--- config.mk ---
export PLATFORM = sky130hd
export DESIGN_NAME = uart_bytes_rx
export DESIGN_NICKNAME = d
export VERILOG_FILES = /design/src/rtl/uart_pkg.sv /design/src/rtl/uart_rx.sv /design/src/rtl/uart_bytes_rx.sv
export SDC_FILE = /design/constraint.sdc
export NUM_CORES = 1
export LEC_CHECK = 0
export ABC_AREA = 1
export BUFFER_PORTS_ARGS = -buffer_cell sky130_fd_sc_hd__buf_2
export CAP_MARGIN = 15
export CORE_UTILIZATION = 45
export DETAILED_ROUTE_END_ITERATION = 12
export PLACE_DENSITY_LB_ADDON = 0.15
export SLEW_MARGIN = 40
export SYNTH_ARGS = -nofsm -noshare
export SYNTH_HDL_FRONTEND = slang
export SYNTH_HIERARCHICAL = 1
export SYNTH_SLANG_ARGS = --single-unit
--- constraint.sdc ---
create_clock -name sys_clk -period 1.5 [get_ports sys_clk]
set_input_delay 0.375 -clock sys_clk [delete_from_list [all_inputs] [get_ports sys_clk]]
set_output_delay 0.375 -clock sys_clk [all_outputs]
set_load 0.02 [all_outputs]
--- src/rtl/uart_pkg.sv ---
// -----------------------------------------------------------------------------
// uart_pkg
// Shared definitions for the UART blocks (uart_tx, uart_bytes_tx, uart_rx,
// uart_bytes_rx).
//   - uart_state_t    : byte-level FSM state encoding (IDLE/START/DATA/STOP)
//   - UART_DATA_BITS  : data bits per character
//   - calc_baud_cnt   : system clock cycles per bit period
//   - calc_cnt_width  : counter width able to hold 0..max_val
// No ports (package).
// -----------------------------------------------------------------------------
package uart_pkg;

  typedef enum logic [1:0] {
    ST_IDLE  = 2'd0,
    ST_START = 2'd1,
    ST_DATA  = 2'd2,
    ST_STOP  = 2'd3
  } uart_state_t;

  localparam int UART_DATA_BITS = 8;

  // Integer division: any fractional cycle is dropped.
  function automatic int calc_baud_cnt(input int clk_fre, input int bps);
    return clk_fre / bps;
  endfunction

  // Never returns less than 1 so the result can always size a vector.
  function automatic int calc_cnt_width(input int max_val);
    return (max_val < 1) ? 1 : $clog2(max_val + 1);
  endfunction

endpackage

--- src/rtl/uart_rx.sv ---
// -----------------------------------------------------------------------------
// uart_rx
// Single-character UART receiver: 1 start, 8 data (LSB first), 1 stop, no
// parity. The line is brought into the sys_clk domain by a 2-flop
// synchronizer; every decision is taken on the synchronized value.
// Ports:
//   sys_clk      in   system clock, rising edge
//   sys_rst_n    in   asynchronous active-low reset
//   uart_rxd     in   asynchronous serial line, idle high
//   uart_rx_data out  last correctly framed character (held)
//   uart_rx_done out  one-cycle pulse, good stop bit, uart_rx_data updated
//   uart_rx_err  out  one-cycle pulse, stop bit sampled low (character dropped)
// -----------------------------------------------------------------------------
module uart_rx
  import uart_pkg::*;
#(
  parameter int BPS     = 115200,
  parameter int CLK_FRE = 50_000_000
) (
  input  logic       sys_clk,
  input  logic       sys_rst_n,
  input  logic       uart_rxd,
  output logic [7:0] uart_rx_data,
  output logic       uart_rx_done,
  output logic       uart_rx_err
);

  localparam int BAUD_CNT = calc_baud_cnt(CLK_FRE, BPS);
  localparam int HALF_CNT = BAUD_CNT / 2;
  localparam int CNT_W    = calc_cnt_width(BAUD_CNT);

  localparam logic [CNT_W-1:0] C_BAUD_LAST = CNT_W'(BAUD_CNT - 1);
  localparam logic [CNT_W-1:0] C_HALF_LAST = CNT_W'(HALF_CNT - 1);

  logic              r_rxd_meta;
  logic              r_rxd_sync;
  logic              r_rxd_prev;
  logic              w_rxd_fall;

  uart_state_t       r_state;
  logic [CNT_W-1:0]  r_cnt;
  logic [2:0]        r_bit_idx;
  logic [7:0]        r_shift;
  logic [7:0]        r_data;
  logic              r_done;
  logic              r_err;

  // Synchronizer plus one history flop for edge detection; all reset to the
  // idle level so a reset release never looks like a start edge.
  always_ff @(posedge sys_clk or negedge sys_rst_n) begin
    if (!sys_rst_n) begin
      r_rxd_meta <= 1'b1;
      r_rxd_sync <= 1'b1;
      r_rxd_prev <= 1'b1;
    end else begin
      r_rxd_meta <= uart_rxd;
      r_rxd_sync <= r_rxd_meta;
      r_rxd_prev <= r_rxd_sync;
    end
  end

  assign w_rxd_fall = r_rxd_prev & ~r_rxd_sync;

  // Byte FSM. Samples are taken half a bit after the start edge and then
  // once per bit period, so every sample sits at mid-bit. The FSM leaves STOP
  // at the mid-bit sample so a start edge in the second half of the stop bit
  // is still seen in IDLE.
  always_ff @(posedge sys_clk or negedge sys_rst_n) begin
    if (!sys_rst_n) begin
      r_state   <= ST_IDLE;
      r_cnt     <= '0;
      r_bit_idx <= 3'd0;
      r_shift   <= 8'h00;
      r_data    <= 8'h00;
      r_done    <= 1'b0;
      r_err     <= 1'b0;
    end else begin
      r_done <= 1'b0;
      r_err  <= 1'b0;
      case (r_state)
        ST_IDLE: begin
          r_cnt     <= '0;
          r_bit_idx <= 3'd0;
          if (w_rxd_fall) begin
            r_state <= ST_START;
          end else begin
            r_state <= ST_IDLE;
          end
        end

        ST_START: begin
          if (r_cnt == C_HALF_LAST) begin
            r_cnt <= '0;
            // Line back high at mid start bit: glitch, drop silently.
            if (r_rxd_sync) begin
              r_state <= ST_IDLE;
            end else begin
              r_state <= ST_DATA;
            end
          end else begin
            r_cnt <= r_cnt + CNT_W'(1);
          end
        end

        ST_DATA: begin
          if (r_cnt == C_BAUD_LAST) begin
            r_cnt     <= '0;
            r_shift   <= {r_rxd_sync, r_shift[7:1]};
            r_bit_idx <= r_bit_idx + 3'd1;
            if (r_bit_idx == 3'd7) begin
              r_state <= ST_STOP;
            end else begin
              r_state <= ST_DATA;
            end
          end else begin
            r_cnt <= r_cnt + CNT_W'(1);
          end
        end

        ST_STOP: begin
          if (r_cnt == C_BAUD_LAST) begin
            r_cnt   <= '0;
            r_state <= ST_IDLE;
            if (r_rxd_sync) begin
              r_data <= r_shift;
              r_done <= 1'b1;
            end else begin
              r_err  <= 1'b1;
            end
          end else begin
            r_cnt <= r_cnt + CNT_W'(1);
          end
        end

        default: begin
          r_state <= ST_IDLE;
          r_cnt   <= '0;
        end
      endcase
    end
  end

  assign uart_rx_data = r_data;
  assign uart_rx_done = r_done;
  assign uart_rx_err  = r_err;

endmodule

--- src/rtl/uart_bytes_rx.sv ---
// -----------------------------------------------------------------------------
// uart_bytes_rx
// Receives frames of BYTES characters over a UART line and presents each
// complete frame as one word. The first character received lands in the low
// byte (same ordering as uart_bytes_tx). A bad stop bit or an inter-byte gap
// longer than TIMEOUT_BITS bit periods throws the partial frame away.
// Ports:
//   sys_clk          in   system clock, rising edge
//   sys_rst_n        in   asynchronous active-low reset
//   uart_rxd         in   asynchronous serial line, idle high
//   uart_bytes_data  out  last complete frame, held between completions
//   uart_bytes_done  out  one-cycle pulse when uart_bytes_data is updated
//   uart_bytes_err   out  one-cycle pulse when a partial frame is discarded
// -----------------------------------------------------------------------------
module uart_bytes_rx
  import uart_pkg::*;
#(
  parameter int BYTES        = 8,
  parameter int BPS          = 115200,
  parameter int CLK_FRE      = 50_000_000,
  parameter int TIMEOUT_BITS = 20
) (
  input  logic               sys_clk,
  input  logic               sys_rst_n,
  input  logic               uart_rxd,
  output logic [BYTES*8-1:0] uart_bytes_data,
  output logic               uart_bytes_done,
  output logic               uart_bytes_err
);

  localparam int BAUD_CNT    = calc_baud_cnt(CLK_FRE, BPS);
  localparam int TIMEOUT_CNT = TIMEOUT_BITS * BAUD_CNT;
  localparam int TO_W        = calc_cnt_width(TIMEOUT_CNT);
  localparam int BC_W        = calc_cnt_width(BYTES - 1);

  localparam logic [TO_W-1:0] C_TO_LAST = TO_W'(TIMEOUT_CNT - 1);
  localparam logic [BC_W-1:0] C_BC_LAST = BC_W'(BYTES - 1);

  logic [7:0]         w_rx_data;
  logic               w_rx_done;
  logic               w_rx_err;
  logic [BYTES*8-1:0] w_frame_next;

  logic [BYTES*8-1:0] r_frame;
  logic [BC_W-1:0]    r_byte_cnt;
  logic [TO_W-1:0]    r_to_cnt;
  logic [BYTES*8-1:0] r_data;
  logic               r_done;
  logic               r_err;

  uart_rx #(
    .BPS     (BPS),
    .CLK_FRE (CLK_FRE)
  ) u_uart_rx (
    .sys_clk      (sys_clk),
    .sys_rst_n    (sys_rst_n),
    .uart_rxd     (uart_rxd),
    .uart_rx_data (w_rx_data),
    .uart_rx_done (w_rx_done),
    .uart_rx_err  (w_rx_err)
  );

  // Assembly shifts toward the low byte and inserts the new character at the
  // top; after BYTES characters the first one has reached bits [7:0].
  always_comb begin
    w_frame_next = r_frame;
    for (int i = 0; i < BYTES - 1; i++) begin
      w_frame_next[i*8 +: 8] = r_frame[(i+1)*8 +: 8];
    end
    w_frame_next[(BYTES-1)*8 +: 8] = w_rx_data;
  end

  // Frame assembly, byte counter and idle timeout. Branch order encodes the
  // priorities: a byte-done beats a timeout expiring in the same cycle, and
  // done/err are produced by mutually exclusive branches.
  always_ff @(posedge sys_clk or negedge sys_rst_n) begin
    if (!sys_rst_n) begin
      r_frame    <= '0;
      r_byte_cnt <= '0;
      r_to_cnt   <= '0;
      r_data     <= '0;
      r_done     <= 1'b0;
      r_err      <= 1'b0;
    end else begin
      r_done <= 1'b0;
      r_err  <= 1'b0;
      if (w_rx_done) begin
        r_to_cnt <= '0;
        if (r_byte_cnt == C_BC_LAST) begin
          r_data     <= w_frame_next;
          r_done     <= 1'b1;
          r_byte_cnt <= '0;
          r_frame    <= '0;
        end else begin
          r_frame    <= w_frame_next;
          r_byte_cnt <= r_byte_cnt + BC_W'(1);
        end
      end else if (w_rx_err) begin
        r_frame    <= '0;
        r_byte_cnt <= '0;
        r_to_cnt   <= '0;
        r_err      <= 1'b1;
      end else if (r_byte_cnt == BC_W'(0)) begin
        // No frame in progress: the timeout is parked.
        r_to_cnt <= '0;
      end else if (r_to_cnt == C_TO_LAST) begin
        r_frame    <= '0;
        r_byte_cnt <= '0;
        r_to_cnt   <= '0;
        r_err      <= 1'b1;
      end else begin
        r_to_cnt <= r_to_cnt + TO_W'(1);
      end
    end
  end

  assign uart_bytes_data = r_data;
  assign uart_bytes_done = r_done;
  assign uart_bytes_err  = r_err;

endmodule

Word-level counts from Yosys, hierarchy flattened
Cells that the tools add are included.

Bits in registers: 182. Input bits: 3. Word-level logic and storage cells: 83.

$add $sub $neg: 4. Equal/unequal tests: 12. Multiplexer cells: 38. Bitwise operators: 2. Reductions and logical operators: 11.

Operators by type and width (count): $mux 64 (5); $mux 14 (4); $pmux 9 s3 (1); $mux 3 (6); $mux 9 (2); $add 14x1->14 const B (1); $eq 14x14->1 const B (1); $mux 1 (14); $add 9x1->9 const B (1); $eq 9x8->1 const B (1); $eq 9x9->1 const B (1); $mux 2 (4); $pmux 2 s4 (1); $reduce_and 2->1 (4); $add 3x1->3 const B (2); $eq 3x3->1 const B (2); $ne 2x1->1 const B (3); $pmux 3 s2 (1); $reduce_and 3->1 (2); $eq 2x2->1 const B (2); $logic_not 3->1 (1); $ne 3x1->1 const B (1); $reduce_bool 3->1 (1); $eq 2x1->1 const B (1); 5 further kinds (5).

Depth between registers and ports, before layout
Gate-level depths: netlist (run 1).

Word-level depth: 5. Depth in mapped cells: 9. Mapped depth without buffers: 9.

Modules after synthesis
Netlist (run 1), hierarchy kept.

Modules (own cells, without submodules): uart_bytes_rx (times used 1, cells each 649, area an instance 5800.6 um^2, seq. area each 3478.3 um^2); uart_rx (times used 1, cells each 184, area an instance 1635.3 um^2, seq. area each 879.6 um^2).

Least setup slack after synthesis (run 1)
No wires, ideal clock.

Kind: register to register. From: reg r_byte_cnt[0]. To: reg r_data[10] (netlist: uart_bytes_data[10]). Setup time: 0.066 ns. Arrival: 1.384 ns. Path slack: 0.051 ns. Cell stages (with the launch flop): 8. Buffers on the path: 2. Cell sequence: dfrtp_1 -> ha_1 -> ha_1 -> nand2_1 -> buf_2 -> clkbuf_1 -> nand2_1 -> nand2_1.

Longest elaborated chain between the ends: 2.

Ends and longest elaborated chain: start: declaration (RTL line uart_bytes_rx.sv:45) `logic [BC_W-1:0] r_byte_cnt;`; start signal: assignment (RTL line uart_bytes_rx.sv:96) `r_byte_cnt <= r_byte_cnt + BC_W'(1);`; $eq 3x3->1 (RTL line uart_bytes_rx.sv:89) `if (r_byte_cnt == C_BC_LAST) begin`; $reduce_and 2->1 (no source line); end signal: assignment (RTL line uart_bytes_rx.sv:90) `r_data <= w_frame_next;`; end: declaration (RTL line uart_bytes_rx.sv:47) `logic [BYTES*8-1:0] r_data;`.

Every way passes these cells. A chain may end at the register's enable or synchronous reset.

Worst setup path after layout (run 1)
From: reg r_to_cnt[0]. To: reg r_frame[15].

Longest elaborated chain between the ends: 3.

Ends and longest elaborated chain: start: declaration (RTL line uart_bytes_rx.sv:46) `logic [TO_W-1:0] r_to_cnt;`; start signal: assignment (RTL line uart_bytes_rx.sv:112) `r_to_cnt <= r_to_cnt + TO_W'(1);`; $eq 14x14->1 (RTL line uart_bytes_rx.sv:106) `end else if (r_to_cnt == C_TO_LAST) begin`; $reduce_bool 3->1 (no source line); $reduce_and 2->1 (no source line); end signal: assignment (RTL line uart_bytes_rx.sv:95) `r_frame <= w_frame_next;`; end: declaration (RTL line uart_bytes_rx.sv:44) `logic [BYTES*8-1:0] r_frame;`.

Every way passes these cells.

==> impl_metrics.env, run 1 <==
export IMPL_rsz0062_at_grt="true"
export IMPL_first_pass_iters=4
export IMPL_critical_path_required_ns=1.81
export IMPL_slew_violations=0
export IMPL_worstSetupPathType="reg2reg"
export IMPL_wl_mm=15.8
export IMPL_drt_initial_drc_count=341
export IMPL_maxCapViolCount=0
export IMPL_globalRouteTotalUtil=0.198
export IMPL_grt_pass1_vias=5345
export IMPL_fill_cells=1473
export IMPL_regArea_sq_mm=0.00436
export IMPL_clockBufferDepth=2
export IMPL_antenna_left=0
export IMPL_final_common_cell="nand2_1"
export IMPL_min_period_over_period=1.02
export IMPL_p_sw_mw=2.07
export IMPL_dieWidth_microns=131
export IMPL_p_per_area_mw_per_mm2=1020
export IMPL_grt_overflow_total=0
export IMPL_design_area_sq_mm=0.00929
export IMPL_violations="negative setup slack"
export IMPL_via_per_inst=4.76
export IMPL_finalClockSkew_ns=0.0134
export IMPL_slowest_delay_ns=0.36
export IMPL_area_growth_pct=24.9
export IMPL_total_power_mw=9.48
export IMPL_slew_headroom=0.767
export IMPL_htreeDepth=4
export IMPL_placedCellCount=1114
export IMPL_switching_share=0.218
export IMPL_avgSynthCellArea_sq_um=8.93
export IMPL_p_leak_nw=5.12
export IMPL_vdd_drop_max_mv=0.765
export IMPL_start_kind="flip-flop"
export IMPL_seq_area_frac_synth=0.586
export IMPL_syn_area_sq_mm=0.00744
export IMPL_initial_core_util=0.465
export IMPL_antenna_cells=0
export IMPL_synthCells=833
export IMPL_drc_errors=0
export IMPL_max_freq_mhz=654
export IMPL_synth_seq_cells=174
export IMPL_crit_path_top_delay_cell="dfrtp_1"
export IMPL_timing_hold_worst_class="in2reg"
export IMPL_place_area_sq_mm=0.00823
export IMPL_multi_input_area_sq_mm=0.00288
export IMPL_die_area_sq_mm=0.0170
export IMPL_hold_viol=0
export IMPL_place_ws_ns=-0.0225
export IMPL_grt_first_pass_wirelength_mm=26.2
export IMPL_synth_ff_type="dfrtp_1"
export IMPL_outcome="complete, but fails checks"
export IMPL_wl_per_cell_microns=13.5
export IMPL_detailed_place_hpwl_mm=9.77
export IMPL_critPathCaptureType="flip-flop"
export IMPL_core_sq_mm=0.0160
export IMPL_antenna_found_initial=0
export IMPL_yosysWarnings=6
export IMPL_layout_min_cycle_time_ns=1.53
export IMPL_synth_edf_count=0
export IMPL_crit_arrival_ns=1.84
export IMPL_cts_buffers=17
export IMPL_num_rows=46
export IMPL_clkPwrFrac=0.482
export IMPL_power_internal_mw=7.41
export IMPL_final_cells=1172
export IMPL_cts_sinks=174
export IMPL_clkLatencyLatePin_ns=0.43
export IMPL_fin_ws_ns=-0.0287
export IMPL_worstPathCellList="ha_2 -> nand2_2 -> inv_2 -> nand3_4 -> inv_2 -> nand3_4 -> bufbuf_16 -> nand3_1 -> nand2_1"
export IMPL_cts_tree="built"
export IMPL_path_clk_slew_ns=0.07
export IMPL_tightest_slew_ns=0.349
export IMPL_setup_viol=18
export IMPL_drive_gt1_frac=0.259
export IMPL_numPortBuffers=68
export IMPL_ys_types=32
export IMPL_io_pins=69
export IMPL_via_count=5573
export IMPL_crit_fanout=9
export IMPL_dieHeight_microns=131
export IMPL_layout_nets=955
export IMPL_postSynth_asyncResetShare=1.00
export IMPL_place_gp_congestion=0.804
export IMPL_root_buffer="clkbuf_16"
export IMPL_mostFrequentLayoutCells="nand2_1 (390), dfrtp_1 (170), buf_2 (67)"
export IMPL_p_seq_frac=0.498
export IMPL_hold_slack_ns=0.0423
export IMPL_power_frac_comb=0.020
export IMPL_syn_nets=845
export IMPL_grt_start_max_net_pins=60
==> worst paths after layout <==
check | from | end | slack [ns] | cells past startpoint
worst max-delay path | r_to_cnt[0]$_DFF_PN0_ | r_frame[15]$_DFFE_PN0P_ | -0.03 | 9
worst min-delay path | uart_rxd | u_uart_rx/r_rxd_meta$_DFF_PN1_ | 0.04 | 1
worst max register to register | r_to_cnt[0]$_DFF_PN0_ | r_frame[15]$_DFFE_PN0P_ | -0.03 | 9
worst min register to register | u_uart_rx/r_rxd_meta$_DFF_PN1_ | u_uart_rx/r_rxd_sync$_DFF_PN1_ | 0.36 | 0
max in group asynchronous | sys_rst_n | r_frame[60]$_DFFE_PN0P_ | 0.57 | 3
min in group asynchronous | sys_rst_n | uart_bytes_data[6]$_DFFE_PN0P_ | 0.38 | 2
==> logic make-up after synthesis <==
| logic type | Yosys count | synth area share |
|---|---|---|
| buffers and inverters | 75 | 0.0520 |
| and+or+nand+nor | 554 | 0.325 |
| adders and majority gates | 9 | 0.0151 |
| DFF | 174 | 0.586 |
| AOI/OAI and AO/OA | 15 | 0.0143 |
| xor gates and xnor gates | 6 | 0.00707 |
==> what timing repair did <==
| action | in CTS | in global routing |
|---|---|---|
| hold buffers | 1 | 0 |
| resized for setup | 7 | 47 |
| setup endpoints to repair | 26 | 128 |
| pin swaps | 2 | 13 |
| setup buffers | 7 | 16 |
| hold endpoints to repair | 21 | 0 |
| cloned | 2 | 2 |
==> metrics by stage <==
step	utilization	setup TNS (ns)
global route	0.580	-2.47
finish	0.580	-0.148
detailed placement	0.514	-0.0472
floorplan	-	0
CTS	0.562	-0.0340
global placement	0.514	0
==> layer usage <==
| metal | vias up | GRT usage | part of all wire | wire length [microns] |
|---|---|---|---|---|
| met5 | - | 0 | 0 | 0 |
| met4 | 0 | 0.0703 | 0.0078 | 124 |
| met3 | 8 | 0.0391 | 0.029 | 455 |
| met2 | 79 | 0.312 | 0.48 | 7560 |
| met1 | 2673 | 0.274 | 0.49 | 7670 |
| li1 | 2813 | - | - | - |
==> cell type report <==
cell class / instances / area share
Tap cell: 216 / 0.0291
Sequential cell: 174 / 0.469
Clock inverter: 14 / 0.0194
Multi-Input combinational cell: 585 / 0.310
Inverter: 40 / 0.0181
Timing Repair Buffer: 125 / 0.108
Clock buffer: 18 / 0.0462
==> power by group through the flow <==
stage | sequential (mW) | clock, mW | combinational, mW
final | 4.72 | 4.57 | 0.191
after global routing | 4.72 | 4.87 | 0.224
after CTS | 4.71 | 4.66 | 0.189
after detailed placement | 4.80 | 0 | 0.187
after global placement | 4.80 | 0 | 0.186
after floorplan | 4.80 | 0 | 0.0412
==> sequential cells by signal (all words and copies together) (netlist names), named ones only <==
signal / cells
uart_bytes_err: 1
u_uart_rx/uart_rx_data: 8
r_to_cnt: 14
u_uart_rx/r_rxd_meta: 1
u_uart_rx/r_shift: 8
u_uart_rx/r_rxd_sync: 1
uart_bytes_data: 64
u_uart_rx/uart_rx_err: 1
u_uart_rx/uart_rx_done: 1
u_uart_rx/r_bit_idx: 3
r_frame: 56
uart_bytes_done: 1
r_byte_cnt: 3
u_uart_rx/r_cnt: 9
u_uart_rx/r_rxd_prev: 1
u_uart_rx/r_state: 1
==> synthesized netlist by cell type, types with 3 or more instances <==
| master | instances | area [sq um] |
|---|---|---|
| nor2_4 | 4 | 45.0 |
| nor2_2 | 3 | 18.8 |
| buf_6 | 7 | 78.8 |
| o21ai_2 | 4 | 35.0 |
| nand2_1 | 398 | 1490 |
| xnor2_1 | 3 | 26.3 |
| nand3_2 | 24 | 240 |
| ha_1 | 9 | 113 |
| buf_4 | 8 | 60.1 |
| a21oi_1 | 3 | 15.0 |
| buf_2 | 11 | 55.1 |
| o21ai_0 | 5 | 25.0 |
| dfrtp_1 | 171 | 4280 |
| nor2_1 | 45 | 169 |
| nand4_1 | 5 | 31.3 |
| inv_1 | 35 | 131 |
| xor2_1 | 3 | 26.3 |
| nand2_2 | 5 | 31.3 |
| nand3_1 | 64 | 320 |
| dfstp_2 | 3 | 78.8 |
| clkbuf_1 | 8 | 30.0 |
==> critical path: cells and delay by family (launching register included) <==
kind | cells | cell delay, ns
buf+inv | 3 | 0.45
simple gates | 5 | 0.40
flops | 1 | 0.36
fa+ha+maj | 1 | 0.19
No activity file was read; power rests on OpenSTA's default activity.
==> inputs of run 2 (changes only) <==
Settings changed: PLACE_DENSITY set to 0.67, PLACE_DENSITY_LB_ADDON 0.15 to unset.
==> impl_metrics.env, run 2 (same netlist as run 1, synthesis figures left out) <==
export IMPL_power_frac_comb=0.019
export IMPL_reg2reg_from="r_to_cnt[0]$_DFF_PN0_"
export IMPL_critPathCaptureType="flip-flop"
export IMPL_drive_gt1_frac=0.232
export IMPL_switching_share=0.197
export IMPL_initial_core_util=0.465
export IMPL_wl_mm=15.5
export IMPL_io_pins=69
export IMPL_slowest_delay_ns=0.37
export IMPL_tightest_slew_ns=0.371
export IMPL_path_clk_slew_ns=0.06
export IMPL_grt_pass1_vias=5130
export IMPL_tns_ns=0
export IMPL_max_freq_mhz=672
export IMPL_dieWidth_microns=131
export IMPL_antenna_cells=0
export IMPL_cp_top_family="simple AND/OR/NAND/NOR gates"
export IMPL_start_kind="flip-flop"
export IMPL_layout_min_cycle_time_ns=1.49
export IMPL_grt_overflow_total=0
export IMPL_vdd_drop_max_mv=0.836
export IMPL_drc_errors=0
export IMPL_crit_fanout=14
export IMPL_rr_endpoint="r_frame[58]$_DFFE_PN0P_"
export IMPL_fin_ws_ns=0.0126
export IMPL_setup_viol=0
export IMPL_maxCapViolCount=0
export IMPL_path_buf_inv=3
export IMPL_antenna_found_initial=0
export IMPL_hold_viol=0
export IMPL_rrSetupSlack_ns=0.01
export IMPL_largest_register_ffs=64
export IMPL_rsz0062_at_grt="true"
export IMPL_clockBufferDepth=2
export IMPL_antenna_left=0
export IMPL_crit_arrival_ns=1.80
export IMPL_root_buffer="clkbuf_16"
export IMPL_timing_hold_worst_class="in2reg"
export IMPL_post_route_util=0.569
export IMPL_critical_path_required_ns=1.81
export IMPL_cts_sinks=174
export IMPL_final_common_cell="nand2_1"
export IMPL_p_seq_frac=0.497
export IMPL_drt_initial_drc_count=389
export IMPL_via_per_inst=4.80
export IMPL_r2r_cells=9
export IMPL_htreeDepth=4
export IMPL_clkLatencyLatePin_ns=0.42
export IMPL_power_internal_mw=7.62
export IMPL_min_period_over_period=0.992
export IMPL_first_pass_iters=4
export IMPL_crit_path_top_delay_cell="dfrtp_1"
export IMPL_via_count=5524
export IMPL_numPortBuffers=68
export IMPL_grt_first_pass_wirelength_mm=24.8
export IMPL_layout_nets=933
export IMPL_whs_endpoint="u_uart_rx/r_rxd_meta$_DFF_PN1_"
export IMPL_cts_buffers=17
export IMPL_total_power_mw=9.49
export IMPL_outcome="finished clean"
export IMPL_place_area_sq_mm=0.00818
export IMPL_die_area_sq_mm=0.0170
export IMPL_core_sq_mm=0.0160
export IMPL_wl_per_cell_microns=13.5
export IMPL_worstPathCellList="ha_2 -> nand2_2 -> inv_2 -> nand3_2 -> inv_2 -> nand3_4 -> clkbuf_16 -> nand3_1 -> nand2_1"
export IMPL_num_rows=46
export IMPL_p_sw_mw=1.87
export IMPL_hold_slack_ns=0.0519
export IMPL_final_cells=1150
export IMPL_p_per_area_mw_per_mm2=1040
export IMPL_place_ws_ns=0.0103
export IMPL_clkPwrFrac=0.483
export IMPL_slew_violations=0
export IMPL_globalRouteTotalUtil=0.186
export IMPL_mostFrequentLayoutCells="nand2_1 (391), dfrtp_1 (170), buf_2 (67)"
export IMPL_design_area_sq_mm=0.00910
export IMPL_worstHoldStart="uart_rxd"
export IMPL_area_growth_pct=22.3
export IMPL_placedCellCount=1107
export IMPL_worstSetupPathType="reg2reg"
export IMPL_grt_start_max_net_pins=65
export IMPL_dieHeight_microns=131
export IMPL_slew_headroom=0.753
export IMPL_critical_path_most_common_cell="inv_2"
export IMPL_finalClockSkew_ns=0.00711
export IMPL_detailed_place_hpwl_mm=9.70
export IMPL_place_gp_congestion=0.815
export IMPL_min_path_cells=1
export IMPL_p_leak_nw=5.04
export IMPL_cts_tree="built"
run 2: routing by layer:
metal	GRT usage	vias up	routed length [microns]
li1	-	2778	-
met4	0.0656	0	119
met3	0.0399	6	507
met1	0.258	2650	7250
met5	0	-	0
met2	0.290	90	7610
run 2: how the worst max path moves through the flow:
stage	from	to	slack (ns)	depth (start not counted)
2_1_floorplan	r_byte_cnt[0]$_DFFE_PN0P_	uart_bytes_data[10]$_DFFE_PN0P_	0.05	7
3_3_place_gp	r_byte_cnt[0]$_DFFE_PN0P_	uart_bytes_data[23]$_DFFE_PN0P_	0.04	6
3_5_place_dp	u_uart_rx/r_cnt[0]$_DFF_PN0_	u_uart_rx/r_shift[3]$_DFFE_PN0P_	0.01	6
4_1_cts	r_to_cnt[0]$_DFF_PN0_	r_frame[60]$_DFFE_PN0P_	0.01	9
5_1_grt	r_to_cnt[0]$_DFF_PN0_	r_byte_cnt[1]$_DFFE_PN0P_	-0.07	9
6_report	r_to_cnt[0]$_DFF_PN0_	r_frame[58]$_DFFE_PN0P_	0.01	9
run 2: power by group through the flow:
stage	sequential [mW]	clock [mW]	combinational (mW)
floorplan	4.80	0	0.0412
global placement	4.80	0	0.183
detailed placement	4.80	0	0.184
CTS	4.72	4.71	0.186
global route	4.72	4.91	0.218
finish	4.72	4.59	0.183
run 2: layout make-up:
type	count	area, sq um
fillers	1426	6900
multi-input cells	585	2840
clock buffers	20	457
inverters	40	165
repair buffers	103	836
flip-flops and latches	174	4360
well taps	216	270
clock inverters	12	166
run 2: what timing repair did:
item,in CTS,in global routing
cloned,0,5
buffers inserted,0,5
hold endpoints to repair,21,0
gates resized for setup,2,33
hold buffers,1,0
endpoints found under the setup margin,4,156
pin swaps,0,4
